File: src/rtl/ssp_uart_pkg.sv
// Shared widths, frame geometry and FSM state type for the SSP_UART command master.
package ssp_uart_pkg;

    localparam int unsigned SSP_RA_W       = 3;
    localparam int unsigned SSP_DATA_W     = 12;
    localparam int unsigned SSP_FRAME_BITS = 16;
    localparam int unsigned SSP_HDR_BITS   = 4;
    localparam int unsigned SSP_BIT_W      = 4;

    typedef enum logic [2:0] {
        IDLE  = 3'd0,
        SETUP = 3'd1,
        SHIFT = 3'd2,
        HOLD  = 3'd3,
        GAP   = 3'd4
    } ssp_mst_state_e;

    // Width of a down-counter able to hold the largest phase length minus one.
    function automatic int unsigned div_width(input int unsigned a,
                                              input int unsigned b,
                                              input int unsigned c);
        int unsigned m;
        m = a;
        if (b > m) m = b;
        if (c > m) m = c;
        return $clog2(m) + 1;
    endfunction

endpackage

File: src/rtl/ssp_sck_gen.sv
// SCK half-period divider and frame bit counter (bit 15 down to 0).
module ssp_sck_gen
    import ssp_uart_pkg::*;
#(
    parameter int unsigned SCK_HALF = 2,
    parameter int unsigned DIV_W    = 2
) (
    input  logic                 clk,
    input  logic                 rst,
    input  logic                 start,
    output logic                 sck,
    output logic                 rise_stb,
    output logic                 fall_stb,
    output logic [SSP_BIT_W-1:0] bit_idx,
    output logic                 done
);

    localparam logic [DIV_W-1:0]     HALF_RELOAD = DIV_W'(SCK_HALF - 1);
    localparam logic [SSP_BIT_W-1:0] FIRST_BIT   = SSP_BIT_W'(SSP_FRAME_BITS - 1);

    logic                 run_q, run_d;
    logic                 hi_q, hi_d;
    logic [DIV_W-1:0]     cnt_q, cnt_d;
    logic [SSP_BIT_W-1:0] bit_q, bit_d;
    logic                 half_end_c;

    // Half-period countdown; a period ends after its high half, then the bit index steps down.
    always_comb begin
        run_d      = run_q;
        hi_d       = hi_q;
        cnt_d      = cnt_q;
        bit_d      = bit_q;
        half_end_c = run_q && (cnt_q == '0);
        rise_stb   = half_end_c && !hi_q;
        fall_stb   = half_end_c && hi_q;
        done       = fall_stb && (bit_q == '0);
        if (start) begin
            run_d = 1'b1;
            hi_d  = 1'b0;
            cnt_d = HALF_RELOAD;
            bit_d = FIRST_BIT;
        end else if (run_q) begin
            if (!half_end_c) begin
                cnt_d = cnt_q - 1'b1;
            end else begin
                cnt_d = HALF_RELOAD;
                hi_d  = !hi_q;
                if (hi_q) begin
                    if (bit_q == '0) begin
                        run_d = 1'b0;
                    end else begin
                        bit_d = bit_q - 1'b1;
                    end
                end
            end
        end
    end

    // Divider and bit counter state.
    always_ff @(posedge clk or posedge rst) begin
        if (rst) begin
            run_q <= 1'b0;
            hi_q  <= 1'b0;
            cnt_q <= '0;
            bit_q <= '0;
        end else begin
            run_q <= run_d;
            hi_q  <= hi_d;
            cnt_q <= cnt_d;
            bit_q <= bit_d;
        end
    end

    assign sck     = hi_q;
    assign bit_idx = bit_q;

endmodule

File: src/rtl/ssp_uart_cmd_master.sv
// SSP frame engine: one register request in, one 16-bit SSP frame out, read data captured back.
module ssp_uart_cmd_master
    import ssp_uart_pkg::*;
#(
    parameter int unsigned SCK_HALF  = 2,
    parameter int unsigned SETUP_CYC = 2,
    parameter int unsigned GAP_CYC   = 2
) (
    input  logic                  Clk,
    input  logic                  Rst,
    input  logic                  req_valid,
    output logic                  req_ready,
    input  logic [SSP_RA_W-1:0]   req_ra,
    input  logic                  req_wnr,
    input  logic [SSP_DATA_W-1:0] req_wdata,
    output logic                  rsp_valid,
    output logic                  rsp_wnr,
    output logic [SSP_DATA_W-1:0] rsp_rdata,
    output logic                  busy,
    output logic                  SSP_SSEL,
    output logic                  SSP_SCK,
    output logic [SSP_RA_W-1:0]   SSP_RA,
    output logic                  SSP_WnR,
    output logic                  SSP_En,
    output logic                  SSP_EOC,
    output logic [SSP_DATA_W-1:0] SSP_DI,
    input  logic [SSP_DATA_W-1:0] SSP_DO
);

    localparam int unsigned          DIV_W        = div_width(SCK_HALF, SETUP_CYC, GAP_CYC);
    localparam logic [DIV_W-1:0]     SETUP_RELOAD = DIV_W'(SETUP_CYC - 1);
    localparam logic [DIV_W-1:0]     HOLD_RELOAD  = DIV_W'(SCK_HALF - 1);
    localparam logic [DIV_W-1:0]     GAP_RELOAD   = DIV_W'(GAP_CYC - 1);
    localparam logic [SSP_BIT_W-1:0] EN_FIRST_BIT = SSP_BIT_W'(SSP_FRAME_BITS - SSP_HDR_BITS - 1);

    ssp_mst_state_e        state_q, state_d;
    logic [DIV_W-1:0]      cnt_q, cnt_d;
    logic                  ready_q, ready_d;
    logic                  busy_q, busy_d;
    logic                  ssel_q, ssel_d;
    logic [SSP_RA_W-1:0]   ra_q, ra_d;
    logic                  wnr_q, wnr_d;
    logic [SSP_DATA_W-1:0] di_q, di_d;
    logic                  en_q, en_d;
    logic                  eoc_q, eoc_d;
    logic                  rsp_valid_q, rsp_valid_d;
    logic                  rsp_wnr_q, rsp_wnr_d;
    logic [SSP_DATA_W-1:0] rdata_q, rdata_d;

    logic                  start_c;
    logic                  sck;
    logic                  rise_stb;
    logic                  fall_stb;
    logic                  done;
    logic [SSP_BIT_W-1:0]  bit_idx;
    logic [SSP_BIT_W-1:0]  next_bit_c;

    ssp_sck_gen #(
        .SCK_HALF (SCK_HALF),
        .DIV_W    (DIV_W)
    ) u_sck_gen (
        .clk      (Clk),
        .rst      (Rst),
        .start    (start_c),
        .sck      (sck),
        .rise_stb (rise_stb),
        .fall_stb (fall_stb),
        .bit_idx  (bit_idx),
        .done     (done)
    );

    // Frame sequencing; En/EOC are set up for the coming period at each period boundary.
    always_comb begin
        state_d     = state_q;
        cnt_d       = cnt_q;
        ssel_d      = ssel_q;
        ra_d        = ra_q;
        wnr_d       = wnr_q;
        di_d        = di_q;
        en_d        = en_q;
        eoc_d       = eoc_q;
        rsp_valid_d = 1'b0;
        rsp_wnr_d   = rsp_wnr_q;
        rdata_d     = rdata_q;
        start_c     = 1'b0;
        next_bit_c  = bit_idx - 1'b1;

        case (state_q)
            IDLE: begin
                if (req_valid && ready_q) begin
                    state_d = SETUP;
                    cnt_d   = SETUP_RELOAD;
                    ra_d    = req_ra;
                    wnr_d   = req_wnr;
                    di_d    = req_wdata;
                    ssel_d  = 1'b1;
                end
            end
            SETUP: begin
                if (cnt_q == '0) begin
                    start_c = 1'b1;
                    state_d = SHIFT;
                end else begin
                    cnt_d = cnt_q - 1'b1;
                end
            end
            SHIFT: begin
                if (rise_stb && (bit_idx == '0)) begin
                    rdata_d = SSP_DO;
                end
                if (done) begin
                    state_d = HOLD;
                    cnt_d   = HOLD_RELOAD;
                    en_d    = 1'b0;
                    eoc_d   = 1'b0;
                end else if (fall_stb) begin
                    en_d  = (next_bit_c <= EN_FIRST_BIT);
                    eoc_d = (next_bit_c == '0);
                end
            end
            HOLD: begin
                if (cnt_q == '0) begin
                    state_d     = GAP;
                    cnt_d       = GAP_RELOAD;
                    ssel_d      = 1'b0;
                    rsp_valid_d = 1'b1;
                    rsp_wnr_d   = wnr_q;
                end else begin
                    cnt_d = cnt_q - 1'b1;
                end
            end
            GAP: begin
                if (cnt_q == '0) begin
                    state_d = IDLE;
                end else begin
                    cnt_d = cnt_q - 1'b1;
                end
            end
            default: begin
                state_d = IDLE;
            end
        endcase

        ready_d = (state_d == IDLE);
        busy_d  = (state_d != IDLE);
    end

    // State and output registers; reset clears everything including the ready flag.
    always_ff @(posedge Clk or posedge Rst) begin
        if (Rst) begin
            state_q     <= IDLE;
            cnt_q       <= '0;
            ready_q     <= 1'b0;
            busy_q      <= 1'b0;
            ssel_q      <= 1'b0;
            ra_q        <= '0;
            wnr_q       <= 1'b0;
            di_q        <= '0;
            en_q        <= 1'b0;
            eoc_q       <= 1'b0;
            rsp_valid_q <= 1'b0;
            rsp_wnr_q   <= 1'b0;
            rdata_q     <= '0;
        end else begin
            state_q     <= state_d;
            cnt_q       <= cnt_d;
            ready_q     <= ready_d;
            busy_q      <= busy_d;
            ssel_q      <= ssel_d;
            ra_q        <= ra_d;
            wnr_q       <= wnr_d;
            di_q        <= di_d;
            en_q        <= en_d;
            eoc_q       <= eoc_d;
            rsp_valid_q <= rsp_valid_d;
            rsp_wnr_q   <= rsp_wnr_d;
            rdata_q     <= rdata_d;
        end
    end

    assign req_ready = ready_q;
    assign busy      = busy_q;
    assign rsp_valid = rsp_valid_q;
    assign rsp_wnr   = rsp_wnr_q;
    assign rsp_rdata = rdata_q;
    assign SSP_SSEL  = ssel_q;
    assign SSP_SCK   = sck;
    assign SSP_RA    = ra_q;
    assign SSP_WnR   = wnr_q;
    assign SSP_En    = en_q;
    assign SSP_EOC   = eoc_q;
    assign SSP_DI    = di_q;

endmodule

File: config.mk
export PLATFORM = sky130hd
export DESIGN_NAME = ssp_uart_cmd_master
export DESIGN_NICKNAME = d
export VERILOG_FILES = /design/src/rtl/ssp_uart_pkg.sv /design/src/rtl/ssp_sck_gen.sv /design/src/rtl/ssp_uart_cmd_master.sv
export SDC_FILE = /design/constraint.sdc
export NUM_CORES = 1
export LEC_CHECK = 0
export CAP_MARGIN = 25
export CORE_MARGIN = 2
export CORE_UTILIZATION = 50
export CTS_CLUSTER_DIAMETER = 30
export CTS_CLUSTER_SIZE = 12
export DETAILED_ROUTE_END_ITERATION = 16
export PLACE_DENSITY = 0.85
export SLEW_MARGIN = 10
export SYNTH_ARGS = -nofsm -noshare
export SYNTH_HDL_FRONTEND = slang
export SYNTH_SLANG_ARGS = --single-unit
export TNS_END_PERCENT = 100
File: constraint.sdc
create_clock -name Clk -period 5.1 [get_ports Clk]
set_clock_uncertainty 0.15 [all_clocks]
set_input_delay 1.53 -clock Clk [delete_from_list [all_inputs] [get_ports Clk]]
set_output_delay 1.53 -clock Clk [all_outputs]
set_load 0.05 [all_outputs]
* Word-level counts from Yosys, hierarchy flattened
Cells that the tools add are included.
** Storage, ports and cells
- Flip-flop bits (word level) :: 48
- Input port bits :: 31
- Output and inout bits :: 36
- Logic and storage cells :: 96
** Operators by class
- $add $sub $neg :: 3
- Magnitude comparators :: 1
- Eq/ne operators :: 9
- Mux-type cells :: 37
- Reductions and logical operators :: 29
** Operators by type and width (count)
- $mux W4 :: 5
- $mux W1 :: 17
- $mux W3 :: 5
- $pmux W3 S5 :: 1
- $mux W2 :: 7
- $ne A2 B2 Y1 const B :: 5
- $reduce_and A2 Y1 :: 5
- $reduce_bool A2 Y1 :: 5
- $logic_not A4 Y1 :: 2
- $pmux W2 S4 :: 1
- $reduce_and A4 Y1 :: 2
- $eq A3 B2 Y1 const B :: 2
- $logic_and A1 B1 Y1 :: 6
- $logic_not A3 Y1 :: 2
- $le A4 B4 Y1 const B :: 1
- $logic_not A2 Y1 :: 2
- $reduce_bool A4 Y1 :: 1
- $sub A2 B1 Y2 const B :: 2
- $sub A4 B1 Y4 const B :: 1
- $eq A3 B1 Y1 const B :: 1
- $eq A3 B3 Y1 const B :: 1
- $reduce_and A3 Y1 :: 1
- $reduce_bool A3 Y1 :: 1
- $pmux W1 S2 :: 1
- 2 further kinds :: 2

* Longest topological paths before layout
- Word-level depth :: 7
- Mapped depth :: 6
- Depth with buffers taken out :: 6

* Hierarchy
Synthesis repeated with hierarchy kept, for this count alone.
** Second synthesis, totals
- Cell total of the unflattened synthesis :: 165
- Area total of the unflattened synthesis :: 2155.8 µm²
** By module, submodules not included
- ssp_uart_cmd_master :: instances 1, cells an instance 125, area an instance 1746.7 µm²
- ssp_sck_gen :: instances 1, cells an instance 40, area an instance 409.1 µm²

* Worst setup path before layout
OpenSTA, ideal clock, no wires.
- Path kind :: input-to-reg
- Start :: input port req_valid
- End :: register di_q[0] (netlist: SSP_DI[0])
- Setup time :: 0.125 ns
- Data arrival time :: 2.512 ns
- Required time :: 4.825 ns
- Path slack :: 2.314 ns
- Stages on the path :: 4
- Cells stage by stage :: nand2_1 nor4_4 buf_6 mux2_2
** On the way
- Cells in the longest elaborated chain, start to end :: 2
** RTL lines
- from (decl) :: RTL line ssp_uart_cmd_master.sv:11 : input logic req_valid,
- $logic_and A1 B1 Y1 :: RTL line ssp_uart_cmd_master.sv:90 : if (req_valid && ready_q) begin
- $reduce_and A2 Y1 (no source line)
- to (signal assigned) :: RTL line ssp_uart_cmd_master.sv:172 : di_q <= di_d;
- to (decl) :: RTL line ssp_uart_cmd_master.sv:43 : logic [SSP_DATA_W-1:0] di_q, di_d;
Every way passes these cells.
A chain may end at the register's enable or synchronous reset.

* Final worst setup path
- Start :: register u_sck_gen.hi_q (netlist: u_sck_gen.sck)
- End :: output port SSP_SCK
** RTL lines
- from (decl) :: RTL line ssp_sck_gen.sv:22 : logic hi_q, hi_d;
- from (signal assigned) :: RTL line ssp_sck_gen.sv:68 : hi_q <= hi_d;
- to (decl) :: RTL line ssp_uart_cmd_master.sv:21 : output logic SSP_SCK,
No word-level cell between the ends.

==> summary.txt <==
Hold path
  – Min-Delay Startpoint: SSP_En$_DFFE_PP0P_
  – Hold Path End: SSP_En$_DFFE_PP0P_
  – Hold WC Path Type: reg -> reg
  – Hold depth: 1

Critical path
  – Depth of the worst register-to-register path: 5
  – Startpoint types: flop
  – CP required: between 3 and 4 ns
  – Crit path capture type: output port
  – R2R Setup Slk: between 2 and 3 ns
  – Slowest stage cell, crit path: clkdlybuf4s50_1
  – Critical R2R Launch: u_sck_gen.bit_idx[0]$_DFFE_PP0P_
  – Delay-heaviest family, CP: buffers and inverters
  – Reg-to-Reg End: rsp_rdata[1]$_DFFE_PP0P_
  – WS Path Type: reg -> out
  – Critical Path Fanout Max: 4
  – Crit path DAT: ~1.5 ns
  – Worst path bufs/invs: 1
  – CP max stage delay: between 0.8 and 0.9 ns
  – Crit-path cells: clkdlybuf4s50_1

Timing
  – Setup_tns: 0 ns
  – Hold Slack: 0.338 ns
  – Final Setup Violations: 0
  – Count of pins over their slew limit: 0
  – Tcrit/Tclk final: between 60% and 70%
  – Slew @ Worst Pin: between 0.5 and 0.6 ns
  – Fmax: 0.313 GHz
  – Worst setup margin: about 1.9 ns
  – Endpoints failing hold: 0
  – Worst relative slew slack: around 64%
  – Minimum clock period: ~3.2 ns
  – RSZ-0062 raised after global routing: no

Clock network
  – Cts bufs inserted: 5
  – Worst skew pair latency: ~0.29 ns
  – H-tree levels: 2
  – Reg clk slew, reported paths: 0.08 ns
  – Setup Buffers After CTS: 0
  – Hold buffer count at CTS: 0
  – CTS-repair resized insts: 0
  – Root Buffer: clkbuf_8
  – Clock buffer depth: 2
  – CTS tree: done
  – Clock sink total: 48

Drt
  – Remaining antenna violation count: 0
  – # DRC: 0
  – Routed WL per cell: ~14 um
  – Highest Signal Layer: met4
  – Metal2 WL: around 1900 um
  – Iteration-0 DRC Markers: between 50 and 60
  – TritonRoute pass-1 iters: 4
  – Vias/cell: just over 5
  – Vias: approximately 1,500
  – Routed WL: 4010 um
  – Routed wl met3: 231 um
  – DRT met1 WL: around 1800 um

Synthesis
  – Mapped Cells: about 170
  – Yosys top cell by area: dfrtp_1
  – Syn nets: 204
  – Number of enable flip-flop cells after synthesis: 0
  – Netlist Area Pre-Place: 0.00219 mm2
  – Register area share after synthesis: between 50% and 60%
  – Top FF cell, synth: dfrtp_1
  – Yosys reg bits: 48
  – Asr flop ratio synth: 100%
  – Synth unique cells: 39
  – Syn Area/Cell: about 13 um2
  – Synth area leaders: dfrtp_1 55%, mux2_2 9.8%, mux2_4 6.9%
  – Post-synth top area share: about 55%
  – Synth warn: 0

GRT
  – Global-route wire length before repair: 6420 um
  – Initial antenna violation count: 0
  – GRT overflow: 0
  – Vias in the first global route: between 1,000 and 1,500
  – Largest net degree at the start of global routing: just under 50
  – GRT Overall Usage: between 10% and 20%

Floorplanning
  – Die width: between 70 and 80 um
  – FP Rows: 24
  – Die area: a little under 0.005 mm2
  – DIE HEIGHT: about 70 um
  – Starting density of the core: just over 50%
  – I/O pin total: 67
  – Core footprint: ~0.0043 mm2

Placed design
  – Post-Place Setup Slack: about 1.4 ns
  – PortBufs: 66
  – Detailed placer's ending HPWL: 2840 um
  – Final Wtd Congestion: ~0.86

Run
  – Max-Cap Viols: 0

Final layout
  – Area delta synth->final: 35.9%
  – Area of the multi-input gates: roughly 900 um2
  – Reg area: between 0.001 and 0.0015 mm2
  – Filler cells: about 330
  – Layout net count: 271
  – Antenna diodes: 0
  – Layout cell share with drive strength beyond 1: around a fifth

Run status
  – Outcome: complete, no violations

Pwr
  – Pleak: roughly 1.4 nW
  – Pwr Density: 226 mW/mm2
  – Peak VDD IR: ~200 uV
[per-layer routing]
| layer | GRT usage (%) | up-vias |
|---|---|---|
| li1 | - | 708 |
| met1 | 22.7 | 701 |
| met4 | 4.49 | 0 |
| met2 | 25.7 | 42 |
| met3 | 4.47 | 4 |
| met5 | 0 | - |
[cell usage after synthesis (5+ instances only)]
master / n
dfrtp_1: 48
mux2_2: 19
nand2_1: 14
inv_1: 10
mux2_4: 10
nor2_1: 8
ha_1: 5
nand2b_1: 5
[worst max path at each step]
| stage | from | cells after the start | slack, ns | to |
|---|---|---|---|---|
| final | u_sck_gen.sck$_DFFE_PP0P_ | 1 | 1.91 | SSP_SCK |
| after global routing | u_sck_gen.sck$_DFFE_PP0P_ | 1 | 1.85 | SSP_SCK |
| after CTS | req_valid | 4 | 1.70 | SSP_RA[0]$_DFFE_PP0P_ |
| after detailed placement | req_valid | 4 | 1.43 | SSP_RA[2]$_DFFE_PP0P_ |
| after global placement | req_valid | 4 | 1.48 | SSP_DI[4]$_DFFE_PP0P_ |
| after floorplan | Rst | 1 | 2.28 | SSP_DI[0]$_DFFE_PP0P_ |
[logic make-up after synthesis]
| group | Yosys count | share of synthesized area, % |
|---|---|---|
| compound gates | 17 | 5.94 |
| fa+ha+maj | 5 | 2.86 |
| xor+xnor | 6 | 2.40 |
| simple gates | 43 | 12.2 |
| mux | 31 | 17.5 |
| flops | 48 | 54.9 |
| buf+inv | 18 | 4.23 |
[placed cells by master, fill, tap and decap left out, types with 2 or more instances in the layout]
cell type        count
o211ai_1             2
a21o_1               3
nor3_1               2
nand3_1              3
clkdlybuf4s50_1     66
nand2b_1             5
mux2_2              19
clkbuf_1             2
xor2_1               3
nand2_1             14
inv_1                9
dfrtp_1             48
xnor2_1              3
ha_1                 5
o21ai_0              2
a21oi_1              2
clkbuf_8             5
mux2i_1              2
nor2_1               8
mux2_4              10
[report_power, final]
| group | leakage (nW) | switching (mW) | internal, mW | total (mW) |
|---|---|---|---|---|
| sequential | 0.618 | 0.00296 | 0.385 | 0.388 |
| combinational | 0.732 | 0.0312 | 0.0352 | 0.0664 |
| clock | 0.0424 | 0.122 | 0.0981 | 0.220 |
| total | 1.39 | 0.156 | 0.518 | 0.674 |
[final cells by class]
| cell class | count | share of cell area, % |
|---|---|---|
| Tap cell | 52 | 2.19 |
| Timing Repair Buffer | 68 | 23.2 |
| Clock buffer | 7 | 2.56 |
| Inverter | 10 | 1.26 |
| Sequential cell | 48 | 40.4 |
| Clock inverter | 1 | 0.294 |
| Multi-Input combinational cell | 102 | 30.1 |
[flip-flops by register name (all words and copies together), names as in the netlist, 2 cells and up]
name / flops
SSP_DI: 12
rsp_rdata: 12
u_sck_gen.bit_idx: 4
SSP_RA: 3
state_q: 3
cnt_q: 2
u_sck_gen.cnt_q: 2
[stage by stage]
step                power, mW  utilization [%]  cells  instance area (um2)
floorplan               0.425                -    168                 2190
global placement        0.460             66.6    278                 2860
detailed placement      0.461             66.6    278                 2860
CTS                     0.678             68.6    286                 2950
global route            0.697             69.3    288                 2980
finish                  0.674             69.3    288                 2980
(Power assumes the default switching activity.)
